`src/rtl/cpu_core_if.sv`:
```
// Instruction-fetch bus between cpu_core (master) and its combinational ROM (slave).
// Zero latency: instr must follow pc within the same cycle. There is no backpressure.
interface cpu_core_if #(
    parameter int DATA_W = 8,
    parameter int PC_W   = 8
);
    logic [PC_W-1:0]   pc;
    logic [DATA_W+4:0] instr;

    modport master (output pc, input instr);
    modport slave  (input pc, output instr);
endinterface

```
`src/rtl/cpu_core.sv`:
```
// Single-issue accumulator CPU: one instruction per enabled edge; en=0 or halted freezes all state.
// Optional return stack with CALL/RET is built only when CPU_CALLRET_EN is defined.
module cpu_core #(
    parameter int DATA_W    = 8,
    parameter int PC_W      = 8,
    parameter int DMEM_AW   = 4,
    parameter int STK_DEPTH = 4
) (
    input  logic              clk,
    input  logic              rst_n,
    input  logic              en,
    cpu_core_if.master        romBus,
    output logic [DATA_W-1:0] reg_a,
    output logic [DATA_W-1:0] reg_b,
    output logic [3:0]        flags,
    output logic              halted,
    output logic              fault
);
    localparam int M = DATA_W - 1;

    localparam logic [4:0] OP_MOVAB = 5'h01, OP_MOVBA = 5'h02, OP_LDAI = 5'h03, OP_LDBI = 5'h04;
    localparam logic [4:0] OP_ADD   = 5'h05, OP_ADDI  = 5'h06, OP_SUB  = 5'h07, OP_SUBI = 5'h08;
    localparam logic [4:0] OP_AND   = 5'h09, OP_OR    = 5'h0A, OP_XOR  = 5'h0B, OP_NOT  = 5'h0C;
    localparam logic [4:0] OP_SHL   = 5'h0D, OP_SHR   = 5'h0E, OP_LD   = 5'h10, OP_ST   = 5'h11;
    localparam logic [4:0] OP_CMP   = 5'h12, OP_CMPI  = 5'h13, OP_JMP  = 5'h14, OP_JEQ  = 5'h15;
    localparam logic [4:0] OP_JNE   = 5'h16, OP_JCR   = 5'h17, OP_HLT  = 5'h1F;

    if (DATA_W < 4 || DATA_W > 32 || PC_W > DATA_W || DMEM_AW > DATA_W || STK_DEPTH < 1) begin : gBadParams
        $error("cpu_core: invalid parameter combination");
    end

    logic [PC_W-1:0]   pcQ, pcNext, pcInc;
    logic [DATA_W-1:0] regA, regB, aNext, bNext, lit, opnd, aluRes;
    logic [DATA_W:0]   addFull, subFull;
    logic [3:0]        flagsQ, flagsNext;
    logic [4:0]        op;
    logic              haltedQ, haltNext, exec, dmemWe, aluC, aluV, aluUpd;
    logic [DATA_W-1:0] dmem [2**DMEM_AW];

`ifdef CPU_CALLRET_EN
    localparam logic [4:0] OP_CALL = 5'h18, OP_RET = 5'h19;
    localparam int SP_W  = $clog2(STK_DEPTH + 1);
    localparam int IDX_W = (STK_DEPTH > 1) ? $clog2(STK_DEPTH) : 1;

    logic [SP_W-1:0] sp, spNext;
    logic [PC_W-1:0] stk [STK_DEPTH];
    logic            faultQ, faultNext, push;
`endif

    always_comb begin
        op        = romBus.instr[DATA_W+4:DATA_W];
        lit       = romBus.instr[DATA_W-1:0];
        exec      = en && !haltedQ;
        pcInc     = pcQ + PC_W'(1);
        opnd      = (op == OP_ADDI || op == OP_SUBI || op == OP_CMPI) ? lit : regB;
        addFull   = {1'b0, regA} + {1'b0, opnd};
        subFull   = {1'b0, regA} - {1'b0, opnd};
        aNext     = regA;
        bNext     = regB;
        pcNext    = pcInc;
        haltNext  = haltedQ;
        dmemWe    = 1'b0;
        aluRes    = '0;
        aluC      = 1'b0;
        aluV      = 1'b0;
        aluUpd    = 1'b0;
`ifdef CPU_CALLRET_EN
        spNext    = sp;
        faultNext = faultQ;
        push      = 1'b0;
`endif
        case (op)
            OP_MOVAB: aNext = regB;
            OP_MOVBA: bNext = regA;
            OP_LDAI:  aNext = lit;
            OP_LDBI:  bNext = lit;
            OP_ADD, OP_ADDI: begin
                aluRes = addFull[DATA_W-1:0];
                aluC   = addFull[DATA_W];
                aluV   = (regA[M] == opnd[M]) && (aluRes[M] != regA[M]);
                aluUpd = 1'b1;
                aNext  = aluRes;
            end
            // CMP shares the subtractor; only the writeback to A differs
            OP_SUB, OP_SUBI, OP_CMP, OP_CMPI: begin
                aluRes = subFull[DATA_W-1:0];
                aluC   = subFull[DATA_W];
                aluV   = (regA[M] != opnd[M]) && (aluRes[M] != regA[M]);
                aluUpd = 1'b1;
                if (op == OP_SUB || op == OP_SUBI) aNext = aluRes;
            end
            OP_AND: begin aluRes = regA & regB; aluUpd = 1'b1; aNext = aluRes; end
            OP_OR:  begin aluRes = regA | regB; aluUpd = 1'b1; aNext = aluRes; end
            OP_XOR: begin aluRes = regA ^ regB; aluUpd = 1'b1; aNext = aluRes; end
            OP_NOT: begin aluRes = ~regA;       aluUpd = 1'b1; aNext = aluRes; end
            OP_SHL: begin
                aluRes = {regA[DATA_W-2:0], 1'b0};
                aluC   = regA[M];
                aluUpd = 1'b1;
                aNext  = aluRes;
            end
            OP_SHR: begin
                aluRes = {1'b0, regA[DATA_W-1:1]};
                aluC   = regA[0];
                aluUpd = 1'b1;
                aNext  = aluRes;
            end
            OP_LD:  aNext  = dmem[lit[DMEM_AW-1:0]];
            OP_ST:  dmemWe = 1'b1;
            OP_JMP: pcNext = lit[PC_W-1:0];
            OP_JEQ: if (flagsQ[3])  pcNext = lit[PC_W-1:0];
            OP_JNE: if (!flagsQ[3]) pcNext = lit[PC_W-1:0];
            OP_JCR: if (flagsQ[1])  pcNext = lit[PC_W-1:0];
`ifdef CPU_CALLRET_EN
            // Stack errors stop the core in place without touching the stack
            OP_CALL: begin
                if (sp == SP_W'(STK_DEPTH)) begin
                    faultNext = 1'b1;
                    haltNext  = 1'b1;
                    pcNext    = pcQ;
                end else begin
                    push   = 1'b1;
                    spNext = sp + SP_W'(1);
                    pcNext = lit[PC_W-1:0];
                end
            end
            OP_RET: begin
                if (sp == '0) begin
                    faultNext = 1'b1;
                    haltNext  = 1'b1;
                    pcNext    = pcQ;
                end else begin
                    spNext = sp - SP_W'(1);
                    pcNext = stk[IDX_W'(sp - SP_W'(1))];
                end
            end
`endif
            OP_HLT: begin
                haltNext = 1'b1;
                pcNext   = pcQ;
            end
            default: ;
        endcase
        flagsNext = aluUpd ? {aluRes == '0, aluRes[M], aluC, aluV} : flagsQ;
    end

    always_ff @(posedge clk) begin
        if (!rst_n) begin
            pcQ     <= '0;
            regA    <= '0;
            regB    <= '0;
            flagsQ  <= '0;
            haltedQ <= 1'b0;
`ifdef CPU_CALLRET_EN
            sp      <= '0;
            faultQ  <= 1'b0;
`endif
        end else if (exec) begin
            pcQ     <= pcNext;
            regA    <= aNext;
            regB    <= bNext;
            flagsQ  <= flagsNext;
            haltedQ <= haltNext;
`ifdef CPU_CALLRET_EN
            sp      <= spNext;
            faultQ  <= faultNext;
`endif
        end
    end

    // Storage arrays are deliberately not reset
    always_ff @(posedge clk) begin
        if (rst_n && exec && dmemWe) dmem[lit[DMEM_AW-1:0]] <= regA;
    end

`ifdef CPU_CALLRET_EN
    always_ff @(posedge clk) begin
        if (rst_n && exec && push) stk[IDX_W'(sp)] <= pcInc;
    end
    assign fault = faultQ;
`else
    assign fault = 1'b0;
`endif

    assign romBus.pc = pcQ;
    assign reg_a     = regA;
    assign reg_b     = regB;
    assign flags     = flagsQ;
    assign halted    = haltedQ;
endmodule

```
`src/flat_wrapper.sv`:
```
// flat-port wrapper written by rule: the top's interface ports become plain ports
module cpu_core_flat 
#(
    parameter int DATA_W    = 8,
    parameter int PC_W      = 8,
    parameter int DMEM_AW   = 4,
    parameter int STK_DEPTH = 4
)
  (clk, rst_n, en, reg_a, reg_b, flags, halted, fault, romBus_pc, romBus_instr);
  cpu_core_if #(.DATA_W(DATA_W), .PC_W(PC_W)) romBus_i ();
  input  logic clk;
  input  logic rst_n;
  input  logic en;
  output logic [DATA_W-1:0] reg_a;
  output logic [DATA_W-1:0] reg_b;
  output logic [3:0] flags;
  output logic halted;
  output logic fault;
  output wire logic [$bits(romBus_i.pc)-1:0] romBus_pc;
  input wire logic [$bits(romBus_i.instr)-1:0] romBus_instr;
  assign romBus_pc = romBus_i.pc;
  assign romBus_i.instr = romBus_instr;
  cpu_core #(.DATA_W(DATA_W), .PC_W(PC_W), .DMEM_AW(DMEM_AW), .STK_DEPTH(STK_DEPTH)) u_core (.clk(clk), .rst_n(rst_n), .en(en), .romBus(romBus_i), .reg_a(reg_a), .reg_b(reg_b), .flags(flags), .halted(halted), .fault(fault));
endmodule
```
`config.mk`:
```
export PLATFORM = sky130hd
export DESIGN_NAME = cpu_core_flat
export DESIGN_NICKNAME = d
export VERILOG_FILES = /design/src/rtl/cpu_core_if.sv /design/src/rtl/cpu_core.sv /design/src/flat_wrapper.sv
export SDC_FILE = /design/constraint.sdc
export NUM_CORES = 1
export LEC_CHECK = 0
export CAP_MARGIN = 5
export CORE_ASPECT_RATIO = 2
export CORE_UTILIZATION = 50
export DETAILED_ROUTE_END_ITERATION = 8
export GPL_ROUTABILITY_DRIVEN = 0
export PLACE_DENSITY = 0.77
export REMOVE_ABC_BUFFERS = 1
export SYNTH_ARGS = -nofsm -noshare
export SYNTH_HDL_FRONTEND = slang
export SYNTH_SLANG_ARGS = --single-unit
```
`constraint.sdc`:
```
create_clock -name clk -period 4.75 [get_ports clk]
set_input_delay 1.1875 -clock clk [delete_from_list [all_inputs] [get_ports clk]]
set_output_delay 1.1875 -clock clk [all_outputs]
set_load 0.1 [all_outputs]
```
=== After elaboration in Yosys (flattened, before gate mapping) ===
Memory sizes are Yosys's and may differ from the RTL's.
Index checks and enable logic that the tools add are counted.

* Output and inout bits: 30
* Memories kept: 1
* Flip-flop bits (word level): 29
* RAM bits: 128

* Multiplexer cells: 15
* Bitwise gates (word level): 5
* Add/sub/neg operators: 3
* Equal/unequal tests: 28
* Reduce and logical (&&, ||, !) cells: 20

{| class="wikitable"
|+ Memories
! memory !! words !! bits a word !! read ports !! clocked after Yosys merged registers in !! wr ports !! RTL line !! text
|-
| u_core.dmem || 16 || 8 || 1 || 0 || 1 || cpu_core.sv:38 || <nowiki>logic [DATA_W-1:0] dmem [2**DMEM_AW];</nowiki>
|}

{| class="wikitable"
|+ Operators with widths
! kind !! number
|-
| case mux 8 bit (11 select lines) || 1
|-
| case mux 8 bit (8 select lines) || 1
|-
| equality test 5 bit, second input constant || 9
|-
| two-way mux 8 bit || 5
|-
| case mux 8 bit (5 select lines) || 1
|-
| equality test 5 x 4 -> 1 bit, second input constant || 7
|-
| equality test 5 x 3 -> 1 bit, second input constant || 4
|-
| case mux 8 bit (2 select lines) || 1
|-
| OR reduction 12 bit || 1
|-
| nonzero test 11 bit || 1
|-
| equality test 5 x 2 -> 1 bit, second input constant || 2
|-
| adder 8 x 8 -> 9 bit || 1
|-
| subtractor 8 x 8 -> 9 bit || 1
|-
| adder 8 x 1 -> 8 bit, second input constant || 1
|-
| bitwise AND 8 bit || 1
|-
| zero test 8 bit || 1
|-
| NOT 8 bit || 1
|-
| bitwise OR 8 bit || 1
|-
| AND reduction 2 bit || 4
|-
| XOR 8 bit || 1
|-
| equality test 5 x 1 -> 1 bit, second input constant || 1
|-
| logical AND 1 bit || 5
|-
| two-way mux 1 bit || 4
|-
| case mux 1 bit (4 select lines) || 1
|-
| 11 further kinds || 15
|}

=== Longest topological paths before layout ===
* Depth after elaboration: 8
* Gate-level depth with buffers: 18
* Depth with buffers taken out: 15

=== Worst setup path before layout ===
No wires, ideal clock.

* Path kind: input-to-reg
* Start: input port romBus_instr[10]
* End: register u_core.flagsQ[3], in the netlist u_core.flags[3]
* Data required time: 4676 ps
* Data arrival time: 4831 ps
* Setup slack: -155 ps
* Buffers on the path: 3
* Cell stages on the path: 16
* Cells stage by stage: buf_2 -> nor2b_4 -> clkbuf_1 -> a21oi_1 -> o31ai_1 -> buf_2 -> o21ai_0 -> ha_1 -> fa_1 -> a21o_1 -> a2111oi_1 -> nor2_1 -> a211o_1 -> a211oi_1 -> nand3_1 -> o22ai_2

* Cells in the longest elaborated chain, start to end: 7

{| class="wikitable"
|+ RTL lines
! what !! RTL line !! text
|-
| start: declaration || flat_wrapper.sv:20 || <nowiki>input wire logic [$bits(romBus_i.instr)-1:0] romBus_instr;</nowiki>
|-
| equality test 5 x 3 -> 1 bit or equality test 5 x 4 -> 1 bit (tied branches) || cpu_core.sv:55, cpu_core.sv:72 ||
|-
| logical OR 1 bit (2 in series) || cpu_core.sv:55 || <nowiki>opnd = (op == OP_ADDI || op == OP_SUBI || op == OP_CMPI) ? lit : regB;</nowiki>
|-
| two-way mux 8 bit || cpu_core.sv:55 ||
|-
| subtractor 8 x 8 -> 9 bit or adder 8 x 8 -> 9 bit (tied branches) || cpu_core.sv:57, cpu_core.sv:56 ||
|-
| case mux 8 bit (8 select lines) || cpu_core.sv:72 || <nowiki>case (op)</nowiki>
|-
| zero test 8 bit || cpu_core.sv:144 || <nowiki>flagsNext = aluUpd ? {aluRes == '0, aluRes[M], aluC, aluV} : flagsQ;</nowiki>
|-
| end signal: assignment || cpu_core.sv:162 || <nowiki>flagsQ <= flagsNext;</nowiki>
|-
| end: declaration || cpu_core.sv:35 || <nowiki>logic [3:0] flagsQ, flagsNext;</nowiki>
|}

Parallel ways exist; a longest one is shown, timed or not.
A chain may end at the register's enable or synchronous reset.

=== Final worst setup path ===
* Start: input port romBus_instr[11]
* End: register u_core.flagsQ[3], in the netlist u_core.flags[3]

The elaborated chain is that of the path after synthesis.

==> metrics <==
Num Clock Sinks=157; Synth Flop Type=edfxtp_1; n_diodes=0; final hold vios=0; crit path launch type=primary input; Final setup viols=0; via density per instance=6.50; num ports=46; crit-path max FO=6; Die W=92.9 um; number of CTS-inserted buffers=17; RSZ-0062 raised after global routing=no; Core Area=0.0162 mm2; H-tree depth=4; DR iter-0 viols=542; via count of the routed design=6,252; layout cells sized above 1=0.199; worst min path class=reg -> reg; post-synthesis xor/xnor area fraction=0.00849; crit path kind=in -> reg; HPWL after DPL=17,000 um; CTS tree=done; Die Y=184 um; FF+latch count, synth=157; IO Port Bufs=44; Starting Density=0.510; Overall Power=0.00341 W; Critical Path RT=5.10 ns; Clock Skew=0.0100 ns; compound-gate portion of the synthesized area=0.131; Worst-Margin Slew=1.01 ns; largest family of logic cells by synthesized area=compound AO/OA/AOI/OAI gates; global route overflow=0; Max Clock Freq=0.219 GHz; TritonRoute pass-1 iters=5; worst vdd ir=0.276 mV; WL/cell=25.1 um; Netlist cell types=72; Cell Area, Synth=0.00825 mm2; Hold Slack=0.487 ns; Gate Count Post-Synth=656; first-pass GRT wire length=35,900 um; Critical Path AT=4.92 ns; Synth async-reset ratio=0; mux cell area share after synthesis=0.110; fin. max-slew vios=0; die area=0.0171 mm2; Hold Startpoint=u_core.halted; Area Growth Syn to Fin=19.1%; largest net degree at the start of global routing=41; Worst-Skew Late Latency=0.42 ns; Synthesis Warnings=0; Total GRT Usage=0.295; postcts setup bufs=0; Final min period=4.56 ns; fin crit share=0.961; row cnt=66; nets@finish=799; CP max stage cell=clkdlybuf4s50_1; crit path launch=romBus_instr[11]; vias in the first global route=6,170; Critical R2R Launch=u_core.reg_b[0]; max_cap viols=0; initial antenna violation count=0; DRC errors left=0; crit-path max cell delay=0.52 ns; outcome=complete, no violations; clk slew on worst S/H paths=0.06 ns; fill count=1,279; Mean Syn Cell Area=12.6 um2; CP dominant cell by count=buf_4; Post-synth EDFFs=128; post-synthesis simple-gate area fraction=0.118; sequential share of the synthesized area=0.536; P_leak=3.53 nW; routed wire length=24,100 um; cell area power density=347 mW/mm2; Root Driver=clkbuf_16; Max clock buf depth=2; Adder-Cell Fraction of Synth Area=0.0606; Rel. slew slack=0.324; critical path cell sequence=clkdlybuf4s50_1, nor3b_1, a21oi_1, o31ai_2, buf_4, buf_4, nand2_1, o21ai_0, inv_1, fa_1, nand2b_1, o2111a_1, a221o_1, a2111oi_4, nor4b_2, nand4_1, o22ai_2; critical path endpoint category=flip-flop; Post-DRT Antenna Nets=0
[synthesized netlist by cell type (9+ instances only)]
library cell,number,area (um2)
inv_1,27,101
dfxtp_1,29,581
clkbuf_1,13,48.8
ha_1,36,450
o21ai_0,37,185
a31oi_1,10,62.6
nor2_1,60,225
a211oi_1,10,75.1
mux4_2,40,901
a311oi_1,9,78.8
a21oi_1,19,95.1
a221oi_1,10,87.6
nand2_1,55,206
nor3_1,11,55.1
a22oi_1,10,75.1
nand3_1,19,95.1
buf_2,13,65.1
edfxtp_1,128,3840
nand2b_1,11,68.8
[path summary, 6_finish.rpt]
kind	end	slack (ns)	depth (start not counted)
worst min-delay path	u_core.halted	0.49	2
worst max register to register	u_core.flags[3]	1.58	13
worst max-delay path	u_core.flags[3]	0.19	17
worst min register to register	u_core.halted	0.49	2
[report_power, final]
| part | total [W] | switching [W] | internal [W] |
|---|---|---|---|
| logic | 0.000537 | 0.000347 | 0.000190 |
| registers | 0.00152 | 0.0000174 | 0.00150 |
| clock network | 0.00135 | 0.000527 | 0.000824 |
[critical path: cells and delay by family]
kind / cells / cell delay, ns
buffers and inverters: 4 / 1.01
adder cells (fa/ha/maj): 1 / 0.45
AND/OR/NAND/NOR: 5 / 0.89
AO/OA/AOI/OAI: 7 / 1.36
[cells by family after synthesis]
family | after synthesis
AOI/OAI and AO/OA | 150
xor gates and xnor gates | 8
adders and majority gates | 39
buffers and inverters | 64
DFF | 157
muxes | 41
other | 1
and+or+nand+nor | 196
[layout by cell type (no fill, tap or decap), types with 4 or more instances in the layout]
cell type          n
edfxtp_1         128
nor2b_1            5
or3_1              4
o21ai_0           37
xor2_1             4
a31oi_1           10
inv_1             27
ha_1              36
a21oi_1           19
nand2b_1          11
mux4_2            40
a311oi_1           9
o211ai_1           4
o2111a_1           4
a221oi_1          10
clkdlybuf4s50_1   41
xnor2_1            4
clkbuf_1           4
buf_4             62
a22oi_1           10
nor3_1            11
a211oi_1           8
nand3_1           19
nor2_1            60
nand2_1           55
and3_1             5
clkbuf_16         17
dfxtp_1           29
[layout make-up]
| class | instances | area (um2) | area share |
|---|---|---|---|
| Timing Repair Buffer | 106 | 898 | 0.0914 |
| Clock inverter | 11 | 144 | 0.0146 |
| Multi-Input combinational cell | 435 | 3560 | 0.363 |
| Clock buffer | 21 | 440 | 0.0448 |
| Sequential cell | 157 | 4420 | 0.450 |
| Inverter | 28 | 105 | 0.0107 |
| Tap cell | 204 | 255 | 0.0260 |
[repair_timing]
item | CTS | global route
gates resized for setup | 1 | 5
endpoints found under the setup margin | 1 | 4
hold buffers | 0 | 0
[sequential cells by signal, summed over array words and instances, names as in the netlist]
register,count
u_core.dmem,128
u_core.reg_a,8
u_core.reg_b,8
u_core.halted,1
u_core.flags,4
u_core.romBus.pc,8
[per-stage QoR]
| stage | util | cells | setup TNS, ns | setup WS [ns] | area [um2] |
|---|---|---|---|---|---|
| 4_1_cts | 0.606 | 962 | 0 | 0.0626 | 9810 |
| 3_5_place_dp | 0.570 | 930 | -1.73 | -0.430 | 9220 |
| 2_1_floorplan | - | 620 | -0.375 | -0.198 | 8070 |
| 6_report | 0.607 | 962 | 0 | 0.186 | 9830 |
| 5_1_grt | 0.607 | 962 | 0 | 0.0204 | 9830 |
| 3_3_place_gp | 0.570 | 930 | -1.88 | -0.397 | 9220 |
[layer usage]
| metal | up-vias | GRT usage | part of all wire | routed length [um] |
|---|---|---|---|---|
| met5 | - | 0 | 0 | 0 |
| met4 | 0 | 0.201 | 0.076 | 1850 |
| met3 | 111 | 0.0525 | 0.063 | 1530 |
| met2 | 380 | 0.533 | 0.54 | 13000 |
| met1 | 3036 | 0.303 | 0.32 | 7770 |
| li1 | 2725 | - | - | - |
No activity file was read; power rests on OpenSTA's default activity.
